$ cat src/rtl/automata_stream_ctrl_pkg.sv
// Shared types and default sizing for the automata stream controller.
// Also provides the FIFO address-width helper.
package automata_stream_ctrl_pkg;

  typedef enum logic [1:0] {
    ST_IDLE  = 2'd0,
    ST_RUN   = 2'd1,
    ST_FLUSH = 2'd2
  } state_e;

  localparam int DEF_OFFSET_W  = 32;
  localparam int DEF_RPT_DEPTH = 8;
  localparam int DEF_CNT_W     = 16;

  function automatic int fifo_addr_w(input int depth);
    return (depth < 2) ? 1 : $clog2(depth);
  endfunction

endpackage

$ cat src/rtl/automata_stream_ctrl_rpt_fifo.sv
// Report FIFO: power-of-two depth, first-word-fall-through head, guarded push/pop.
// Storage is not reset; only pointers and occupancy are.
module rpt_fifo
  import automata_stream_ctrl_pkg::*;
#(
  parameter int WIDTH = DEF_OFFSET_W,
  parameter int DEPTH = DEF_RPT_DEPTH
) (
  input  logic             clock,
  input  logic             reset_n,
  input  logic             push,
  input  logic [WIDTH-1:0] push_data,
  input  logic             pop,
  output logic [WIDTH-1:0] pop_data,
  output logic             empty,
  output logic             full
);

  localparam int            AW       = fifo_addr_w(DEPTH);
  localparam logic [AW:0]   CNT_FULL = (AW + 1)'(DEPTH);

  logic [WIDTH-1:0] r_mem [DEPTH];
  logic [AW-1:0]    r_wr_ptr;
  logic [AW-1:0]    r_rd_ptr;
  logic [AW:0]      r_count;
  logic             w_do_push;
  logic             w_do_pop;

  assign empty     = (r_count == '0);
  assign full      = (r_count == CNT_FULL);
  assign w_do_push = push && !full;
  assign w_do_pop  = pop && !empty;
  assign pop_data  = r_mem[r_rd_ptr];

  always_ff @(posedge clock) begin
    if (w_do_push) r_mem[r_wr_ptr] <= push_data;
  end

  always_ff @(posedge clock or negedge reset_n) begin
    if (!reset_n) begin
      r_wr_ptr <= '0;
      r_rd_ptr <= '0;
      r_count  <= '0;
    end else begin
      if (w_do_push) r_wr_ptr <= r_wr_ptr + AW'(1);
      if (w_do_pop)  r_rd_ptr <= r_rd_ptr + AW'(1);
      // Simultaneous push and pop leaves occupancy untouched.
      case ({w_do_push, w_do_pop})
        2'b10:   r_count <= r_count + (AW + 1)'(1);
        2'b01:   r_count <= r_count - (AW + 1)'(1);
        default: r_count <= r_count;
      endcase
    end
  end

endmodule

$ cat src/rtl/automata_stream_ctrl.sv
// Byte-stream front end for an STE matcher engine: feeds bytes, tracks offsets,
// queues match reports and flushes the engine at the end of each stream.
module automata_stream_ctrl
  import automata_stream_ctrl_pkg::*;
#(
  parameter int OFFSET_W  = DEF_OFFSET_W,
  parameter int RPT_DEPTH = DEF_RPT_DEPTH,
  parameter int CNT_W     = DEF_CNT_W
) (
  input  logic                clock,
  input  logic                reset_n,
  input  logic                in_valid,
  input  logic [7:0]          in_char,
  input  logic                in_last,
  output logic                in_ready,
  output logic [7:0]          eng_char,
  output logic                eng_step,
  output logic                eng_flush,
  input  logic                eng_result,
  output logic                rpt_valid,
  output logic [OFFSET_W-1:0] rpt_offset,
  input  logic                rpt_ready,
  output logic                busy,
  output logic [CNT_W-1:0]    match_count
);

  state_e              r_state;
  state_e              w_state_nxt;
  logic [OFFSET_W-1:0] r_offset;
  logic [CNT_W-1:0]    r_match_cnt;
  logic                w_fifo_full;
  logic                w_fifo_empty;
  logic                w_accept;
  logic                w_push;

  // Reset gating keeps the stream stalled and the engine cleared while reset_n is low.
  assign in_ready    = reset_n && (r_state != ST_FLUSH) && !w_fifo_full;
  assign eng_flush   = !reset_n || (r_state == ST_FLUSH);
  assign w_accept    = in_valid && in_ready;
  assign eng_step    = w_accept;
  assign eng_char    = in_char;
  assign w_push      = w_accept && eng_result;
  assign rpt_valid   = !w_fifo_empty;
  assign busy        = (r_state != ST_IDLE) || rpt_valid;
  assign match_count = r_match_cnt;

  always_ff @(posedge clock or negedge reset_n) begin
    if (!reset_n) r_state <= ST_IDLE;
    else          r_state <= w_state_nxt;
  end

  always_comb begin
    w_state_nxt = r_state;
    case (r_state)
      ST_IDLE:  if (w_accept) w_state_nxt = in_last ? ST_FLUSH : ST_RUN;
      ST_RUN:   if (w_accept && in_last) w_state_nxt = ST_FLUSH;
      ST_FLUSH: w_state_nxt = ST_IDLE;
      default:  w_state_nxt = ST_IDLE;
    endcase
  end

  // The offset names the byte currently on in_char; it restarts when FLUSH ends.
  always_ff @(posedge clock or negedge reset_n) begin
    if (!reset_n)                 r_offset <= '0;
    else if (r_state == ST_FLUSH) r_offset <= '0;
    else if (w_accept)            r_offset <= r_offset + OFFSET_W'(1);
  end

  always_ff @(posedge clock or negedge reset_n) begin
    if (!reset_n)                                     r_match_cnt <= '0;
    else if (w_push && (r_match_cnt != {CNT_W{1'b1}})) r_match_cnt <= r_match_cnt + CNT_W'(1);
  end

  rpt_fifo #(
    .WIDTH (OFFSET_W),
    .DEPTH (RPT_DEPTH)
  ) u_rpt_fifo (
    .clock     (clock),
    .reset_n   (reset_n),
    .push      (w_push),
    .push_data (r_offset),
    .pop       (rpt_ready),
    .pop_data  (rpt_offset),
    .empty     (w_fifo_empty),
    .full      (w_fifo_full)
  );

endmodule

$ cat config.mk
export PLATFORM = sky130hd
export DESIGN_NAME = automata_stream_ctrl
export DESIGN_NICKNAME = d
export VERILOG_FILES = /design/src/rtl/automata_stream_ctrl_pkg.sv /design/src/rtl/automata_stream_ctrl_rpt_fifo.sv /design/src/rtl/automata_stream_ctrl.sv
export SDC_FILE = /design/constraint.sdc
export NUM_CORES = 1
export LEC_CHECK = 0
export CORE_ASPECT_RATIO = 0.5
export CORE_UTILIZATION = 37
export DETAILED_ROUTE_END_ITERATION = 7
export GPL_TIMING_DRIVEN = 0
export HOLD_SLACK_MARGIN = 0.05
export PLACE_DENSITY = 0.57
export SKIP_LAST_GASP = 1
export SLEW_MARGIN = 20
export SYNTH_ARGS = -nofsm -noshare
export SYNTH_HDL_FRONTEND = slang
export SYNTH_SLANG_ARGS = --single-unit
$ cat constraint.sdc
create_clock -name clock -period 16.5 [get_ports clock]
set_input_delay 1.65 -clock clock [delete_from_list [all_inputs] [get_ports clock]]
set_output_delay 1.65 -clock clock [all_outputs]
set_load 0.005 [all_outputs]
# Word level (Yosys, flattened, before mapping)
# Memories as Yosys holds them, arrays and structs flattened.
# Index checks and enable logic that the tools add are counted.
dict set report classes {
  addsub 6
  eq_ne 9
  n_mux 9
  n_reduce_logical 19
}
# cell count
set op_table {}
lappend op_table {{$mux 32} 2}
lappend op_table {{$add 32x1->32 const B} 1}
lappend op_table {{$add 16x1->16 const B} 1}
lappend op_table {{$ne 16x16->1 const B} 1}
lappend op_table {{$logic_and 1x1->1} 8}
lappend op_table {{$pmux 4 s2} 1}
lappend op_table {{$add 3x1->3 const B} 2}
lappend op_table {{$mux 2} 3}
lappend op_table {{$ne 2x2->1 const B} 3}
lappend op_table {{$reduce_bool 2->1} 3}
lappend op_table {{$add 4x1->4 const B} 1}
lappend op_table {{$eq 2x1->1 const B} 2}
lappend op_table {{$eq 2x2->1 const B} 2}
lappend op_table {{$eq 4x4->1 const B} 1}
lappend op_table {{$logic_not 4->1} 1}
lappend op_table {{$pmux 2 s2} 1}
lappend op_table {{$sub 4x1->4 const B} 1}
lappend op_table {{$logic_not 1->1} 3}
lappend op_table {{$logic_not 2->1} 1}
lappend op_table {{$logic_or 1x1->1} 2}
lappend op_table {{$mux 1} 2}
lappend op_table {{$reduce_and 2->1} 1}
dict set report word_totals {
  ff_bits 60
  mem_bits_rw 256
  out_inout_bits 61
  mem_count 1
}
# memory words width read_ports rd_ports_with_merged_regs write_ports line_no
set memory_table {}
lappend memory_table {u_rpt_fifo.r_mem 8 32 1 0 1 automata_stream_ctrl_rpt_fifo.sv:22} ;# logic [WIDTH-1:0] r_mem [DEPTH];

# Logic depth before layout (Yosys ltp)
dict set report logic_depth {
  ltp_word 8
  ltp_mapped 11
  ltp_nobuf 10
}

# Hierarchy
# Synthesis repeated with hierarchy kept, for this count alone.
dict set report hier_totals {
  hier_cells 736
  area_unflattened_um2 13175.1
}
# mod n_inst cells_each area_per_inst_um2 seq_area_each_um2
set by_module_without_submodules {}
lappend by_module_without_submodules {rpt_fifo 1 437 10348.7 7937.6}
lappend by_module_without_submodules {automata_stream_ctrl 1 299 2826.5 1251.2}

# Least setup slack after synthesis
# OpenSTA, ideal clock, no wires.
dict set report synth_timing {
  path_type {input -> register}
  startpoint {in in_valid}
  endpoint {mem u_rpt_fifo.r_mem[1][0] in the netlist's numbering, enable pin}
  setup_time_ps 513
  arrival_time_ps 5938
  t_required_ps 15987
  slack_ps 10049
  path_stages 4
  path_buffers 0
  path_cell_list {nand2_1 > nor4b_4 > inv_1 > nor4b_1}
}
dict set report synth_via {
  elab_chain_cells 5
}
# element line_no
set synth_rtl {}
lappend synth_rtl {{from (decl)} automata_stream_ctrl.sv:12} ;# input logic in_valid,
lappend synth_rtl {{$logic_and 1x1->1} automata_stream_ctrl.sv:39} ;# assign w_accept = in_valid && in_ready;
lappend synth_rtl {{$logic_and 1x1->1} automata_stream_ctrl.sv:42} ;# assign w_push = w_accept && eng_result;
lappend synth_rtl {{$logic_and 1x1->1} automata_stream_ctrl_rpt_fifo.sv:31} ;# assign w_do_push = push && !full;
lappend synth_rtl {{$mux 1} automata_stream_ctrl_rpt_fifo.sv:36} ;# if (w_do_push) r_mem[r_wr_ptr] <= push_data;
lappend synth_rtl {{$mux 1 (not written as such)} automata_stream_ctrl_rpt_fifo.sv:36}
lappend synth_rtl {{to (decl)} automata_stream_ctrl_rpt_fifo.sv:22}
# Every way passes these cells.

# Final worst setup path
dict set report layout_timing {
  startpoint {in reset_n}
  endpoint {out eng_step}
}
dict set report layout_via {
  elab_chain_cells 3
}
# element line_no
set layout_rtl {}
lappend layout_rtl {{from (decl)} automata_stream_ctrl.sv:11} ;# input logic reset_n,
lappend layout_rtl {{$logic_and 1x1->1 (2 in series)} automata_stream_ctrl.sv:37} ;# assign in_ready = reset_n && (r_state != ST_FLUSH) && !w_fifo_full;
lappend layout_rtl {{$logic_and 1x1->1} automata_stream_ctrl.sv:39}
lappend layout_rtl {{to (decl)} automata_stream_ctrl.sv:17} ;# output logic eng_step,
# Every way passes these cells.

==> results.md <==
* Die height at ~130 um
* Synth warn at 0
* Slack of the critical path at between 10 and 15 ns
* Io pins at 75
* #FFs+latches synth at about 320
* HP Class: flop to flop
* RSZ-0062 raised after global routing: false
* Count of final hold-check violations at 0
* Pint at around 0.0016 W
* Filler cells at roughly 2.9k
* HPWL Detailed at ~18000 um
* Yosys top cell area share at 0.603
* Final-report setup violation count at 0
* Initial antenna violation count at 0
* Worst EP required at 14.85 ns
* Layout cells sized above 1 at 0.251
* VDD IR-drop max at between 0.08 and 0.09 mV
* Initial DRC count at 489
* Nets@finish at 850
* CTS clk-pin slew, worst paths at approximately 0.060 ns
* Pre-CTS setup slack at between 10 and 15 ns
* Antenna Cells at 0
* Die W at approximately 260 um
* Hold_buf cts at 0
* Pwr dens at 146 nW/um^2
* Area share of fa/ha/maj cells after synthesis at 0.00687
* First-pass GRT wire length at about 42000 um
* Post-synthesis mux area share at 0.147
* Tightest Pin Transition at roughly 1 ns
* Setup CP Type: input pin to output port
* CTS tree: done
* Register area share after synthesis at 0.721
* Via Count at 6717
* Fin area at around 15000 um^2
* Synth Area in XOR/XNOR at 0.0309
* Largest net degree at the start of global routing at 55
* Routed WL at around 27000 um
* Leak pwr at about 5 nW
* Post-CTS Setup Inserts at 0
* Initial Utilization at 0.381
* Slew Viols, Final at 0
* Max Clk Rate at 0.190 GHz
* Most frequent cells in the layout: edfxtp_1 (256), clkdlybuf4s50_1 (65), mux4_2 (64)
* Switch Pwr at between 0.0006 and 0.0007 W
* Clock Path Buffers at 3
* Core ar. at approximately 33000 um^2
* Simple-gate share of the synthesized area at 0.0681
* Fin util at 0.457
* Vias in the first global route at about 7.0k
* # DRC at 0
* Seq pwr share at 0.438
* Area of the multi-input gates at approximately 3400 um^2
* Clock Skew at approximately 0.015 ns
* CTS sink cnt at 316
* Tmin final at roughly 5.3 ns
* Setup TNS at 0 ns
* Total GRT Usage at 0.157
* Max cap viols at 0
* Clock root cell: clkbuf_16
* Worst Setup Start Kind: input pin
* Synth area leader: edfxtp_1
* Avg Cell Area, Syn at between 15 and 20 um^2
* Htree depth at 1
* Area grow syn2layout at 20.0%
* First-pass DRT Iterations at 5
* Data arrival, critical path at 3.61 ns
* Post-synthesis cell type count at 42
* Vias/cell at 5.19
* Largest family of logic cells by synthesized area: multiplexers
* CTS resizes at 0
* Relative slew slack at 0.344
* Post-Syn Nets at just over 700
* Combinational share of power at 0.255
* Dominant cells by area after synthesis: edfxtp_1 (60%), dfrtp_1 (12%), mux4_2 (11%), mux2_2 (3.4%), xor2_1 (2.1%)
* Cell row count at 47
* CTS buffer count at 29
* Most common cell after layout, fill and taps aside: edfxtp_1
* Post-route ant nets at 0
* Later-pin clock latency in the skew report at about 0.57 ns
* DP Area at 14300 um^2
* Routed WL per cell at 20.8 um
* Clock power share at 0.307
* Final period utilization at 0.319
* Total congestion overflow at 0
* Synth Cell Area at 12700 um^2
* Post-synthesis compound-gate area fraction at 0.0121
* Switching part of the total at 0.271
* CP Max Fanout at 54
* Die Area at 35200 um^2
* Hold_ws at 0.498 ns
* IO buf count at 66
* Syn Inst Count at 696
* Register area at 9190 um^2
* Outcome: complete, no violations
* Crit. End Element: output port
* GP Congestion at just under 0.8
-- power groups by stage --
stage / sequential, W / combinational [W] / clock, W
2_1_floorplan: 0.000978 / 0.000347 / 0
5_1_grt: 0.000986 / 0.000615 / 0.000732
6_report: 0.000977 / 0.000569 / 0.000683
3_5_place_dp: 0.000994 / 0.000584 / 0
3_3_place_gp: 0.000990 / 0.000566 / 0
4_1_cts: 0.000977 / 0.000588 / 0.000701
-- cells in the mapped netlist (all sizes together) --
| library cell | number |
|---|---|
| nor2 | 47 |
| a211oi | 3 |
| o211ai | 2 |
| nand2 | 26 |
| clkbuf | 15 |
| dfrtp | 60 |
| and4 | 4 |
| or4bb | 1 |
| o31ai | 3 |
| nand4 | 16 |
| mux4 | 64 |
| nand2b | 2 |
| or4 | 5 |
| mux2 | 38 |
| nor2b | 3 |
| xnor2 | 14 |
| or2 | 1 |
| inv | 7 |
| nor3b | 3 |
| xor2 | 31 |
| nor3 | 9 |
| a41oi | 1 |
| edfxtp | 256 |
| nor4 | 7 |
| ha | 7 |
| a31oi | 1 |
| nor4b | 3 |
| a21oi | 8 |
| or3 | 5 |
| and3 | 1 |
| buf | 16 |
| nand3 | 29 |
| and2 | 1 |
| nor4bb | 1 |
| o21ai | 6 |
-- registers in the layout, summed over array words and instances (netlist names) --
signal	count
r_state	2
u_rpt_fifo.r_count	4
u_rpt_fifo.r_mem	256
u_rpt_fifo.r_rd_ptr	3
match_count	16
r_offset	32
u_rpt_fifo.r_wr_ptr	3
-- worst paths after layout --
kind | to | depth (start not counted) | from | slack (ns)
max | eng_step | 6 | reset_n | 11.24
min | u_rpt_fifo.r_count[3] | 1 | u_rpt_fifo.r_count[3] | 0.50
max reg2reg | u_rpt_fifo.r_mem[2][22] | 7 | r_state[1] | 13.33
min reg2reg | u_rpt_fifo.r_count[3] | 1 | u_rpt_fifo.r_count[3] | 0.50
max in group asynchronous | u_rpt_fifo.r_rd_ptr[0] | 2 | reset_n | 15.07
min in group asynchronous | match_count[0] | 1 | reset_n | 0.91
-- worst max-delay path: stages --
cell	delay (ns)
buf_4	0.17
buf_16	0.28
nand2_1	0.33
or2_2	0.44
nor2_1	0.17
clkdlybuf4s50_1	0.53
-- cells by family after synthesis --
family          count (synthesis)
simple gates                  164
fa+ha+maj                       7
buf+inv                        38
mux                           102
flops                         316
xor+xnor                       45
compound gates                 24
-- stage by stage --
stage               total power, W  cells
global route               0.00233   1293
detailed placement         0.00158   1239
CTS                        0.00227   1293
global placement           0.00156   1203
floorplan                  0.00132    696
finish                     0.00223   1293
-- layout make-up --
type,count,share of cell area
Tap cell,441,0.0361
Clock buffer,33,0.0484
Clock inverter,21,0.0150
Timing Repair Buffer,102,0.0641
Inverter,7,0.00172
Sequential cell,316,0.601
Buffer,31,0.0101
Multi-Input combinational cell,342,0.224
-- per-layer routing --
| metal | wire, um | global-route usage | share of wire | vias up |
|---|---|---|---|---|
| li1 | - | - | - | 3024 |
| met5 | 0 | 0 | 0 | - |
| met2 | 13000 | 0.260 | 0.49 | 140 |
| met4 | 548 | 0.0365 | 0.020 | 0 |
| met3 | 1080 | 0.0283 | 0.040 | 41 |
| met1 | 12200 | 0.217 | 0.45 | 3512 |
Note: power is estimated with default switching activity, not from simulation.
